==> config.mk <==
export PLATFORM = sky130hd
export DESIGN_NAME = trsq_fetch_ctrl_flat
export DESIGN_NICKNAME = d
export VERILOG_FILES = /design/src/rtl/trsq_pkg.sv /design/src/rtl/trsq_fetch_ctrl_if.sv /design/src/rtl/trsq_call_stack.sv /design/src/rtl/trsq_fetch_ctrl.sv /design/src/flat_wrapper.sv
export SDC_FILE = /design/constraint.sdc
export NUM_CORES = 1
export LEC_CHECK = 0
export CAP_MARGIN = 5
export CORE_MARGIN = 2
export CORE_UTILIZATION = 60
export CTS_BUF_LIST = sky130_fd_sc_hd__clkbuf_2
export CTS_CLUSTER_DIAMETER = 30
export DETAILED_ROUTE_END_ITERATION = 10
export DONT_BUFFER_PORTS = 1
export GPL_TIMING_DRIVEN = 0
export HOLD_SLACK_MARGIN = 0.1
export PLACE_DENSITY = 0.76
export SLEW_MARGIN = 5
export SYNTH_ARGS = -nofsm -noshare
export SYNTH_HDL_FRONTEND = slang
export SYNTH_SLANG_ARGS = --single-unit
export TNS_END_PERCENT = 50
==> constraint.sdc <==
create_clock -name CLK_ip -period 7.5 [get_ports CLK_ip]
set_input_delay 0.75 -clock CLK_ip [delete_from_list [all_inputs] [get_ports CLK_ip]]
set_output_delay 0.75 -clock CLK_ip [all_outputs]
set_load 0.005 [all_outputs]
==> src/rtl/trsq_pkg.sv <==
// Shared definitions for the TRSQ8 instruction-fetch slice.
//   PC_W / INST_W : program counter and instruction widths
//   NOP           : all-zero instruction word, loaded into the fetch stage on reset
//   fetch_state_e : fetch sequencer states
//   pc_inc        : wrapping program-counter increment
package trsq_pkg;

    localparam int unsigned PC_W   = 13;
    localparam int unsigned INST_W = 15;

    localparam logic [INST_W-1:0] NOP = '0;

    typedef enum logic [1:0] {
        S_BOOT,
        S_RUN,
        S_REFILL
    } fetch_state_e;

    // Modulo 2^PC_W: 8191 rolls over to 0.
    function automatic logic [PC_W-1:0] pc_inc(input logic [PC_W-1:0] pc);
        return pc + 1'b1;
    endfunction

endpackage

==> src/rtl/trsq_fetch_ctrl_if.sv <==
// Bundle of the fetch sequencer's control, ROM and fetch-stage signals.
//   master : fetch controller view (drives the ROM address and the fetch stage)
//   slave  : core/ROM view (drives stall, redirects, target and ROM data)
interface trsq_fetch_ctrl_if;
    import trsq_pkg::*;

    logic              STALL_ip;
    logic              JUMP_ip;
    logic              CALL_ip;
    logic              RET_ip;
    logic [PC_W-1:0]   TARGET_ip;
    logic [PC_W-1:0]   PROM_ADDR_op;
    logic [INST_W-1:0] PROM_DATA_ip;
    logic [INST_W-1:0] INST_op;
    logic [PC_W-1:0]   PC_op;
    logic              INST_VALID_op;
    logic              STACK_OVF_op;
    logic              STACK_UNF_op;

    modport master (
        input  STALL_ip,
        input  JUMP_ip,
        input  CALL_ip,
        input  RET_ip,
        input  TARGET_ip,
        input  PROM_DATA_ip,
        output PROM_ADDR_op,
        output INST_op,
        output PC_op,
        output INST_VALID_op,
        output STACK_OVF_op,
        output STACK_UNF_op
    );

    modport slave (
        output STALL_ip,
        output JUMP_ip,
        output CALL_ip,
        output RET_ip,
        output TARGET_ip,
        output PROM_DATA_ip,
        input  PROM_ADDR_op,
        input  INST_op,
        input  PC_op,
        input  INST_VALID_op,
        input  STACK_OVF_op,
        input  STACK_UNF_op
    );

endinterface

==> src/rtl/trsq_call_stack.sv <==
// Hardware return-address stack (LIFO).
//   clk, rst : clock and synchronous active-high reset (empties the stack)
//   push     : write wdata on top; ignored while full
//   pop      : drop the top entry; ignored while empty
//   wdata    : return address to push
//   rdata    : current top of stack (meaningless while empty)
//   full     : STACK_DEPTH entries held
//   empty    : no entries held
// The caller never asserts push and pop in the same cycle.
module trsq_call_stack
    import trsq_pkg::*;
#(
    parameter int unsigned STACK_DEPTH = 8
) (
    input  logic            clk,
    input  logic            rst,
    input  logic            push,
    input  logic            pop,
    input  logic [PC_W-1:0] wdata,
    output logic [PC_W-1:0] rdata,
    output logic            full,
    output logic            empty
);

    localparam int unsigned AW = $clog2(STACK_DEPTH);
    localparam int unsigned SW = AW + 1;

    logic [PC_W-1:0] mem_q [STACK_DEPTH];
    logic [SW-1:0]   sp_q;
    logic [AW-1:0]   wr_idx;
    logic [AW-1:0]   rd_idx;

    assign wr_idx = sp_q[AW-1:0];
    // Wraps to the last slot when full, which is the top entry in that case.
    assign rd_idx = wr_idx - 1'b1;

    assign full  = (sp_q == SW'(STACK_DEPTH));
    assign empty = (sp_q == '0);
    assign rdata = mem_q[rd_idx];

    always_ff @(posedge clk) begin
        if (rst) begin
            sp_q <= '0;
        end else if (push && !full) begin
            sp_q <= sp_q + 1'b1;
        end else if (pop && !empty) begin
            sp_q <= sp_q - 1'b1;
        end
    end

    // Storage needs no reset: entries are only read below the stack pointer.
    always_ff @(posedge clk) begin
        if (!rst && push && !full) begin
            mem_q[wr_idx] <= wdata;
        end
    end

endmodule

==> src/rtl/trsq_fetch_ctrl.sv <==
// TRSQ8 instruction-fetch sequencer.
//   CLK_ip : clock, all state updates on the rising edge
//   RST_ip : synchronous active-high reset, overrides every other input
//   bus    : trsq_fetch_ctrl_if.master
//            STALL_ip/JUMP_ip/CALL_ip/RET_ip/TARGET_ip  control from decode/execute
//            PROM_ADDR_op/PROM_DATA_ip                  combinational program ROM port
//            INST_op/PC_op/INST_VALID_op                one-entry fetch stage
//            STACK_OVF_op/STACK_UNF_op                  sticky return-stack error flags
// Redirects act on the live instruction in the fetch stage, squash it and insert one bubble
// while the new target is fetched. Priority is RET > CALL > JUMP.
module trsq_fetch_ctrl
    import trsq_pkg::*;
#(
    parameter logic [PC_W-1:0] RESET_VECTOR = '0,
    parameter int unsigned     STACK_DEPTH  = 8
) (
    input  logic                CLK_ip,
    input  logic                RST_ip,
    trsq_fetch_ctrl_if.master   bus
);

    fetch_state_e      state_q, state_d;
    logic [PC_W-1:0]   pc_q, pc_d;
    logic [INST_W-1:0] inst_q, inst_d;
    logic [PC_W-1:0]   pc_out_q, pc_out_d;
    logic              valid_q, valid_d;
    logic              ovf_q, ovf_d;
    logic              unf_q, unf_d;

    logic              take_ret;
    logic              take_call;
    logic              take_jump;
    logic              redirect;

    logic              stk_push;
    logic              stk_pop;
    logic [PC_W-1:0]   stk_rdata;
    logic              stk_full;
    logic              stk_empty;

    trsq_call_stack #(
        .STACK_DEPTH (STACK_DEPTH)
    ) u_call_stack (
        .clk   (CLK_ip),
        .rst   (RST_ip),
        .push  (stk_push),
        .pop   (stk_pop),
        .wdata (pc_inc(pc_out_q)),
        .rdata (stk_rdata),
        .full  (stk_full),
        .empty (stk_empty)
    );

    // Redirects need a live instruction to act on and an unstalled pipe.
    assign take_ret  = !bus.STALL_ip && valid_q && bus.RET_ip;
    assign take_call = !bus.STALL_ip && valid_q && bus.CALL_ip && !bus.RET_ip;
    assign take_jump = !bus.STALL_ip && valid_q && bus.JUMP_ip && !bus.CALL_ip
                       && !bus.RET_ip;
    assign redirect  = take_ret || take_call || take_jump;

    // The stack ignores a push while full and a pop while empty on its own.
    assign stk_push  = take_call;
    assign stk_pop   = take_ret;

    always_comb begin
        state_d  = state_q;
        pc_d     = pc_q;
        inst_d   = inst_q;
        pc_out_d = pc_out_q;
        valid_d  = valid_q;
        ovf_d    = ovf_q;
        unf_d    = unf_q;

        if (!bus.STALL_ip) begin
            if (redirect) begin
                if (take_ret) begin
                    if (stk_empty) begin
                        pc_d  = RESET_VECTOR;
                        unf_d = 1'b1;
                    end else begin
                        pc_d  = stk_rdata;
                    end
                end else begin
                    pc_d = bus.TARGET_ip;
                    if (take_call && stk_full) begin
                        ovf_d = 1'b1;
                    end
                end
                valid_d = 1'b0;
                state_d = S_REFILL;
            end else begin
                unique case (state_q)
                    // Lets the ROM address settle after reset; the first word is
                    // captured on the following edge.
                    S_BOOT: begin
                        state_d = S_RUN;
                    end
                    S_RUN, S_REFILL: begin
                        inst_d   = bus.PROM_DATA_ip;
                        pc_out_d = pc_q;
                        valid_d  = 1'b1;
                        pc_d     = pc_inc(pc_q);
                        state_d  = S_RUN;
                    end
                    default: begin
                        state_d = S_BOOT;
                    end
                endcase
            end
        end
    end

    always_ff @(posedge CLK_ip) begin
        if (RST_ip) begin
            state_q  <= S_BOOT;
            pc_q     <= RESET_VECTOR;
            inst_q   <= NOP;
            pc_out_q <= '0;
            valid_q  <= 1'b0;
            ovf_q    <= 1'b0;
            unf_q    <= 1'b0;
        end else begin
            state_q  <= state_d;
            pc_q     <= pc_d;
            inst_q   <= inst_d;
            pc_out_q <= pc_out_d;
            valid_q  <= valid_d;
            ovf_q    <= ovf_d;
            unf_q    <= unf_d;
        end
    end

    assign bus.PROM_ADDR_op  = pc_q;
    assign bus.INST_op       = inst_q;
    assign bus.PC_op         = pc_out_q;
    assign bus.INST_VALID_op = valid_q;
    assign bus.STACK_OVF_op  = ovf_q;
    assign bus.STACK_UNF_op  = unf_q;

endmodule
==> src/flat_wrapper.sv <==
// flat-port wrapper written by rule: the top's interface ports become plain ports
module trsq_fetch_ctrl_flat import trsq_pkg::*;
#(
    parameter logic [PC_W-1:0] RESET_VECTOR = '0,
    parameter int unsigned     STACK_DEPTH  = 8
)
  (CLK_ip, RST_ip, bus_STALL_ip, bus_JUMP_ip, bus_CALL_ip, bus_RET_ip, bus_TARGET_ip, bus_PROM_DATA_ip, bus_PROM_ADDR_op, bus_INST_op, bus_PC_op, bus_INST_VALID_op, bus_STACK_OVF_op, bus_STACK_UNF_op);
  trsq_fetch_ctrl_if bus_i ();
  input  logic CLK_ip;
  input  logic RST_ip;
  input wire logic [$bits(bus_i.STALL_ip)-1:0] bus_STALL_ip;
  input wire logic [$bits(bus_i.JUMP_ip)-1:0] bus_JUMP_ip;
  input wire logic [$bits(bus_i.CALL_ip)-1:0] bus_CALL_ip;
  input wire logic [$bits(bus_i.RET_ip)-1:0] bus_RET_ip;
  input wire logic [$bits(bus_i.TARGET_ip)-1:0] bus_TARGET_ip;
  input wire logic [$bits(bus_i.PROM_DATA_ip)-1:0] bus_PROM_DATA_ip;
  output wire logic [$bits(bus_i.PROM_ADDR_op)-1:0] bus_PROM_ADDR_op;
  output wire logic [$bits(bus_i.INST_op)-1:0] bus_INST_op;
  output wire logic [$bits(bus_i.PC_op)-1:0] bus_PC_op;
  output wire logic [$bits(bus_i.INST_VALID_op)-1:0] bus_INST_VALID_op;
  output wire logic [$bits(bus_i.STACK_OVF_op)-1:0] bus_STACK_OVF_op;
  output wire logic [$bits(bus_i.STACK_UNF_op)-1:0] bus_STACK_UNF_op;
  assign bus_i.STALL_ip = bus_STALL_ip;
  assign bus_i.JUMP_ip = bus_JUMP_ip;
  assign bus_i.CALL_ip = bus_CALL_ip;
  assign bus_i.RET_ip = bus_RET_ip;
  assign bus_i.TARGET_ip = bus_TARGET_ip;
  assign bus_i.PROM_DATA_ip = bus_PROM_DATA_ip;
  assign bus_PROM_ADDR_op = bus_i.PROM_ADDR_op;
  assign bus_INST_op = bus_i.INST_op;
  assign bus_PC_op = bus_i.PC_op;
  assign bus_INST_VALID_op = bus_i.INST_VALID_op;
  assign bus_STACK_OVF_op = bus_i.STACK_OVF_op;
  assign bus_STACK_UNF_op = bus_i.STACK_UNF_op;
  trsq_fetch_ctrl #(.RESET_VECTOR(RESET_VECTOR), .STACK_DEPTH(STACK_DEPTH)) u_core (.CLK_ip(CLK_ip), .RST_ip(RST_ip), .bus(bus_i));
endmodule
# After elaboration in Yosys (flattened, before gate mapping)
# Memory sizes are Yosys's and may differ from the RTL's.
# Index checks and enable logic that the tools add are counted.
[word_totals]
ff_bits = 50
ramBits = 104
n_memories = 1
output_inout_bits = 44
word_cells = 62
[memory_table]
columns = ["name", "words", "width", "read_ports", "rd_clocked_by_memory_dff", "write_ports", "line", "rtl"]
rows = [
  ["u_core.u_call_stack.mem_q", 8, 13, 1, 0, 1, "trsq_call_stack.sv:28", "logic [PC_W-1:0] mem_q [STACK_DEPTH];"],
]
[classes]
n_addsub = 5
n_eq_ne = 3
n_mux = 12
reduce_logical = 30
n_bitwise = 3
[ops]
columns = ["cell", "n"]
rows = [
  ["2-to-1 mux 13 bit", 4],
  ["adder 13 x 1 -> 13 bit (second input constant)", 2],
  ["logical AND 1 bit", 12],
  ["2-to-1 mux 4 bit", 2],
  ["AND reduction 4 bit", 2],
  ["zero test 1 bit", 6],
  ["2-to-1 mux 1 bit", 5],
  ["adder 4 x 1 -> 4 bit (second input constant)", 1],
  ["== test 4 bit (second input constant)", 1],
  ["zero test 4 bit", 1],
  ["nonzero test 2 bit", 2],
  ["subtractor 4 x 1 -> 4 bit (second input constant)", 1],
  ["inverter 1 bit", 3],
  ["AND reduction 3 bit", 1],
  ["OR reduction 3 bit", 1],
  ["subtractor 3 x 1 -> 3 bit (second input constant)", 1],
  ["== test 2 x 1 -> 1 bit (second input constant)", 1],
  ["== test 2 bit (second input constant)", 1],
  ["zero test 2 bit", 1],
  ["logical OR 1 bit", 2],
  ["2-to-1 mux 2 bit", 1],
  ["AND reduction 2 bit", 1],
  ["OR reduction 2 bit", 1],
]

# Depth between registers and ports, before layout
[depth]
word_depth = 8
depth_mapped = 12
mapped_depth_nobuf = 10

# Modules after synthesis
# Synthesis repeated with hierarchy kept, for this count alone.
[unflattened]
cells_unflattened = 479
area_unflattened_um2 = 6703.9
[modules_own_cells]
columns = ["module", "area_per_inst_um2", "n_inst", "cells_per_inst", "seq_area_each_um2"]
rows = [
  ["trsq_call_stack", 4374.2, 1, 201, 3203.1],
  ["trsq_fetch_ctrl", 2329.7, 1, 278, 920.9],
]

# Worst setup path before layout
# No wires, ideal clock.
[synth_path]
path_type = "input port to flip-flop"
start = "input port bus_STALL_ip"
end = "memory u_core.u_call_stack.mem_q[1][0], enable pin"
arrival_time_ns = 2.617
path_buffers = 1
slack_ns = 4.484
t_required_ns = 7.100
cell_stages = 6
cell_sequence = "buf_6 nor4bb_1 nand2_1 nor2_1 nand2_1 nor3_1"
[synth_between]
elab_chain_cells = 8
[synth_lines]
columns = ["element", "line", "rtl"]
rows = [
  ["from (decl)", "flat_wrapper.sv:11", "input wire logic [$bits(bus_i.STALL_ip)-1:0] bus_STALL_ip;"],
  ["zero test 1 bit", "trsq_fetch_ctrl.sv:56", "assign take_call = !bus.STALL_ip && valid_q && bus.CALL_ip && !bus.RET_ip;"],
  ["logical AND 1 bit (3 in series)", "trsq_fetch_ctrl.sv:56", ""],
  ["logical AND 1 bit (2 in series)", "trsq_call_stack.sv:53", "if (!rst && push && !full) begin"],
  ["2-to-1 mux 1 bit", "trsq_call_stack.sv:53", ""],
  ["2-to-1 mux 1 bit (not written as such)", "trsq_call_stack.sv:54", "mem_q[wr_idx] <= wdata;"],
  ["to (decl)", "trsq_call_stack.sv:28", ""],
]
# Every way passes these cells.

# Worst setup path in the final report
[layout_path]
start = "register u_core.u_call_stack.sp_q[0]"
end = "memory u_core.u_call_stack.mem_q[2][7], enable pin"
[layout_between]
elab_chain_cells = 5
[layout_lines]
columns = ["element", "line", "rtl"]
rows = [
  ["from (decl)", "trsq_call_stack.sv:29", "logic [SW-1:0] sp_q;"],
  ["from (signal assigned)", "trsq_call_stack.sv:45", "sp_q <= sp_q + 1'b1;"],
  ["from (signal assigned)", "trsq_call_stack.sv:47", "sp_q <= sp_q - 1'b1;"],
  ["== test 4 bit", "trsq_call_stack.sv:37", "assign full = (sp_q == SW'(STACK_DEPTH));"],
  ["zero test 1 bit", "trsq_call_stack.sv:53", ""],
  ["logical AND 1 bit", "trsq_call_stack.sv:53", ""],
  ["2-to-1 mux 1 bit", "trsq_call_stack.sv:53", ""],
  ["2-to-1 mux 1 bit (not written as such)", "trsq_call_stack.sv:54", ""],
]
# Parallel ways exist; a longest one is shown, timed or not.

==> key figures <==
Worst hold path
  • HP Class: input port to flip-flop

STA
  • Crit path time final: 3146 ps
  • Final Hold Viols: 0
  • Fin Setup TNS: 0 ps
  • Worst relative slew slack: 0.4234
  • Worst-margin pin slew: 863.9 ps
  • Fmax: 317.8 MHz
  • Post-route clock period utilization: 0.4195
  • RSZ-0062 raised after global routing: no
  • Max-slew violation count: 0
  • Worst Skew: 33.52 ps
  • Min Hold Slack: 268.1 ps
  • Endpoints failing setup: 0

CTS
  • Clk sinks: 154
  • CTS Buffer Depth: 2
  • Setup Buffers After CTS: 0
  • CTS tree: built
  • CTS buffer count: 17
  • Post-CTS sizing: 0
  • Clk_lat worst skew: 730 ps
  • Clock-pin slew on the worst setup and hold paths: 230 ps
  • H-Tree Depth: 4
  • Clock root buffer: clkbuf_2
  • Post-CTS Hold Fix Bufs: 15

Layout
  • Final non-filler cell total: 699
  • Share of layout cells above drive strength 1: 0.1756
  • Most frequent cells in the layout: edfxtp_1 (104), nand2_1 (100), dfxtp_1 (50)
  • Fin area: 7167 um^2
  • Commonest non-fill, non-tap cell in the layout: edfxtp_1
  • Layout Nets: 586
  • Area growth, synth to finish: 9.459%

Synth
  • Post-synthesis sequential area ratio: 0.6298
  • Number of synthesized flops with an enable pin: 104
  • Post-Syn Nets: 548
  • Post-synthesis cell area: 6548 um^2
  • Largest family of logic cells by synthesized area: simple AND/OR/NAND/NOR gates
  • Ys Warns: 0
  • Average size of a mapped cell: 12.91 um^2
  • Synth Instances: 507
  • Synth Area in Adders: 0.01452
  • Post-synthesis mux area share: 0.09096
  • Simple-Gate Fraction of Synth Area: 0.1210
  • Most used flip-flop cell after synthesis: edfxtp_1
  • Synth Register Bits: 154
  • Post-Synth XOR/XNOR Area: 0.03593
  • Netlist cell types: 51
  • Asr flop ratio synth: 0
  • Synth Area in Compound Gates: 0.07204

Floorplanning
  • Initial Utilization: 0.6093
  • Core ar.: 10750 um^2
  • Die Width: 108.5 um
  • Rows: 38
  • I/O Pins: 78
  • Die Height: 108.5 um
  • Die Area: 11760 um^2

Run status
  • Status: finished clean

Place
  • Post-DP HPWL: 10180 um
  • Placed Cells: 651
  • Post-DP Area: 6777 um^2
  • # port buffers: 0
  • RePlAce Congestion: 0.8610

GRT
  • First-pass GRT wire length: 22590 um
  • Largest net degree at the start of global routing: 17
  • All-Layer GR Usage: 0.2700
  • Initial antenna violation count: 1
  • Vias in the first global route: 4089
  • Gr ovfl total: 0

Worst setup path
  • CP Capture Type: flip-flop
  • Crit path buf inv count: 4
  • CP Capture Point: u_core.u_call_stack.mem_q[2][7]
  • Slowest CP cell: nor2_1
  • FF-to-FF path depth: 10
  • Crit-path max cell delay: 480 ps
  • Setup crit start kind: flip-flop
  • Crit path depth: 10
  • CP cell instances: buf_4, buf_4, inv_1, ha_1, nand3b_1, nand2_1, nor2_1, nand2_1, nor2_1, buf_4
  • Worst Path Required: 7950 ps
  • Most frequent CP cell: buf_4
  • Worst reg2reg setup slack: 4350 ps
  • R2R Path End: u_core.u_call_stack.mem_q[2][7]
  • Worst r2r src: u_core.u_call_stack.sp_q[0]
  • Critical path arrival: 3600 ps
  • Critical Path Source: u_core.u_call_stack.sp_q[0]
  • Family with the most delay on the worst path: simple AND/OR/NAND/NOR gates
  • CP Max Fanout: 10
  • CP Class: flip-flop to flip-flop

Detailed routing
  • Detailed Route WL: 14880 um
  • Residual DRC count: 0
  • Vias per cell: 6.149
  • Initial drt markers: 385
  • Drt wl/cell: 21.29 um
  • Vias post-DR: 4298
  • Routed Antenna Nets: 0
  • DR pass1 iterations: 7

Pwr
  • Maximum VDD drop: 0.1572 mV
  • Pleak: 2.218 nW
  • PD cells: 204.0 nW/um^2

Run
  • Max cap viols: 0
-- kinds of logic (layout without fill, tap and decap cells) --
family	Yosys count	in the layout
muxes	27	27
other	0	1
DFF	154	154
and+or+nand+nor	173	173
buffers and inverters	42	93
xor gates and xnor gates	26	26
adders and majority gates	7	7
AOI/OAI and AO/OA	78	78
-- metrics by stage --
step	total power [mW]	setup slack, ps	util
after floorplan	0.9948	4484	-
final	1.462	4354	0.6670
after global routing	1.508	4058	0.6670
after detailed placement	1.017	3976	0.6306
after CTS	1.466	3957	0.6660
after global placement	1.014	3430	0.6256
-- worst reg2reg max path, cell delays in order (launching register included) --
cell      delay (ps)
dfxtp_1          440
buf_4            260
buf_4            250
inv_1            100
ha_1             310
nand3b_1         130
nand2_1          200
nor2_1           220
nand2_1          160
nor2_1           480
buf_4            310
-- power breakdown --
| part | total, mW | internal, mW | switching [mW] |
|---|---|---|---|
| Sequential | 0.926 | 0.909 | 0.0164 |
| Clock | 0.454 | 0.154 | 0.300 |
| Combinational | 0.0826 | 0.0341 | 0.0485 |
-- per-layer routing --
metal  GRT usage  vias up  wire, um
li1            -     1923         -
met1      0.3755     2125      6145
met2      0.4080      213      7170
met3     0.08258       37      1181
met4     0.09432        0       384
met5           0        -         0
-- area by class of cell --
class,count,area [um^2]
Multi-Input combinational cell,311,2210
Clock inverter,15,145.1
Inverter,13,48.80
Timing Repair Buffer,19,191.4
Sequential cell,154,4124
Buffer,29,185.2
Antenna cell,1,2.502
Tap cell,140,175.2
Clock buffer,17,85.08
Fill cell,791,3578
-- cell usage after synthesis, types with 4 or more instances --
master	n	area (um^2)
nand3_1	8	40.04
xnor2_1	19	166.4
o22ai_1	4	25.02
o21ai_0	9	45.04
buf_4	6	45.04
nand4_1	4	25.02
xor2_1	6	52.55
nor2_1	30	112.6
ha_1	6	75.07
mux4_2	26	585.6
a211oi_1	10	75.07
nand2_1	100	375.4
buf_2	9	45.04
dfxtp_1	50	1001
inv_1	13	48.80
a21oi_1	44	220.2
nor3_1	10	50.05
clkbuf_1	9	33.78
edfxtp_1	104	3123
-- state kept, by name (all words and copies together), names as in the netlist --
register	flops
u_core.bus.PC_op	13
u_core.bus.INST_op	15
u_core.bus.PROM_ADDR_op	13
u_core.state_q	2
u_core.u_call_stack.sp_q	4
u_core.bus.STACK_UNF_op	1
u_core.bus.INST_VALID_op	1
u_core.u_call_stack.mem_q	104
u_core.bus.STACK_OVF_op	1
-- how the worst min path moves through the flow --
stage          slack, ps  cells after the start                          to               from
6_report             270                      2  u_core.bus.PROM_ADDR_op[5]   bus_TARGET_ip[5]
5_1_grt              200                      2  u_core.bus.PROM_ADDR_op[5]   bus_TARGET_ip[5]
4_1_cts              200                      3  u_core.bus.PROM_ADDR_op[1]         bus_RET_ip
3_5_place_dp         460                      2           u_core.state_q[1]  u_core.state_q[1]
3_3_place_gp         450                      2           u_core.state_q[1]  u_core.state_q[1]
2_1_floorplan        440                      2           u_core.state_q[1]  u_core.state_q[1]
No activity file was read; power rests on OpenSTA's default activity.
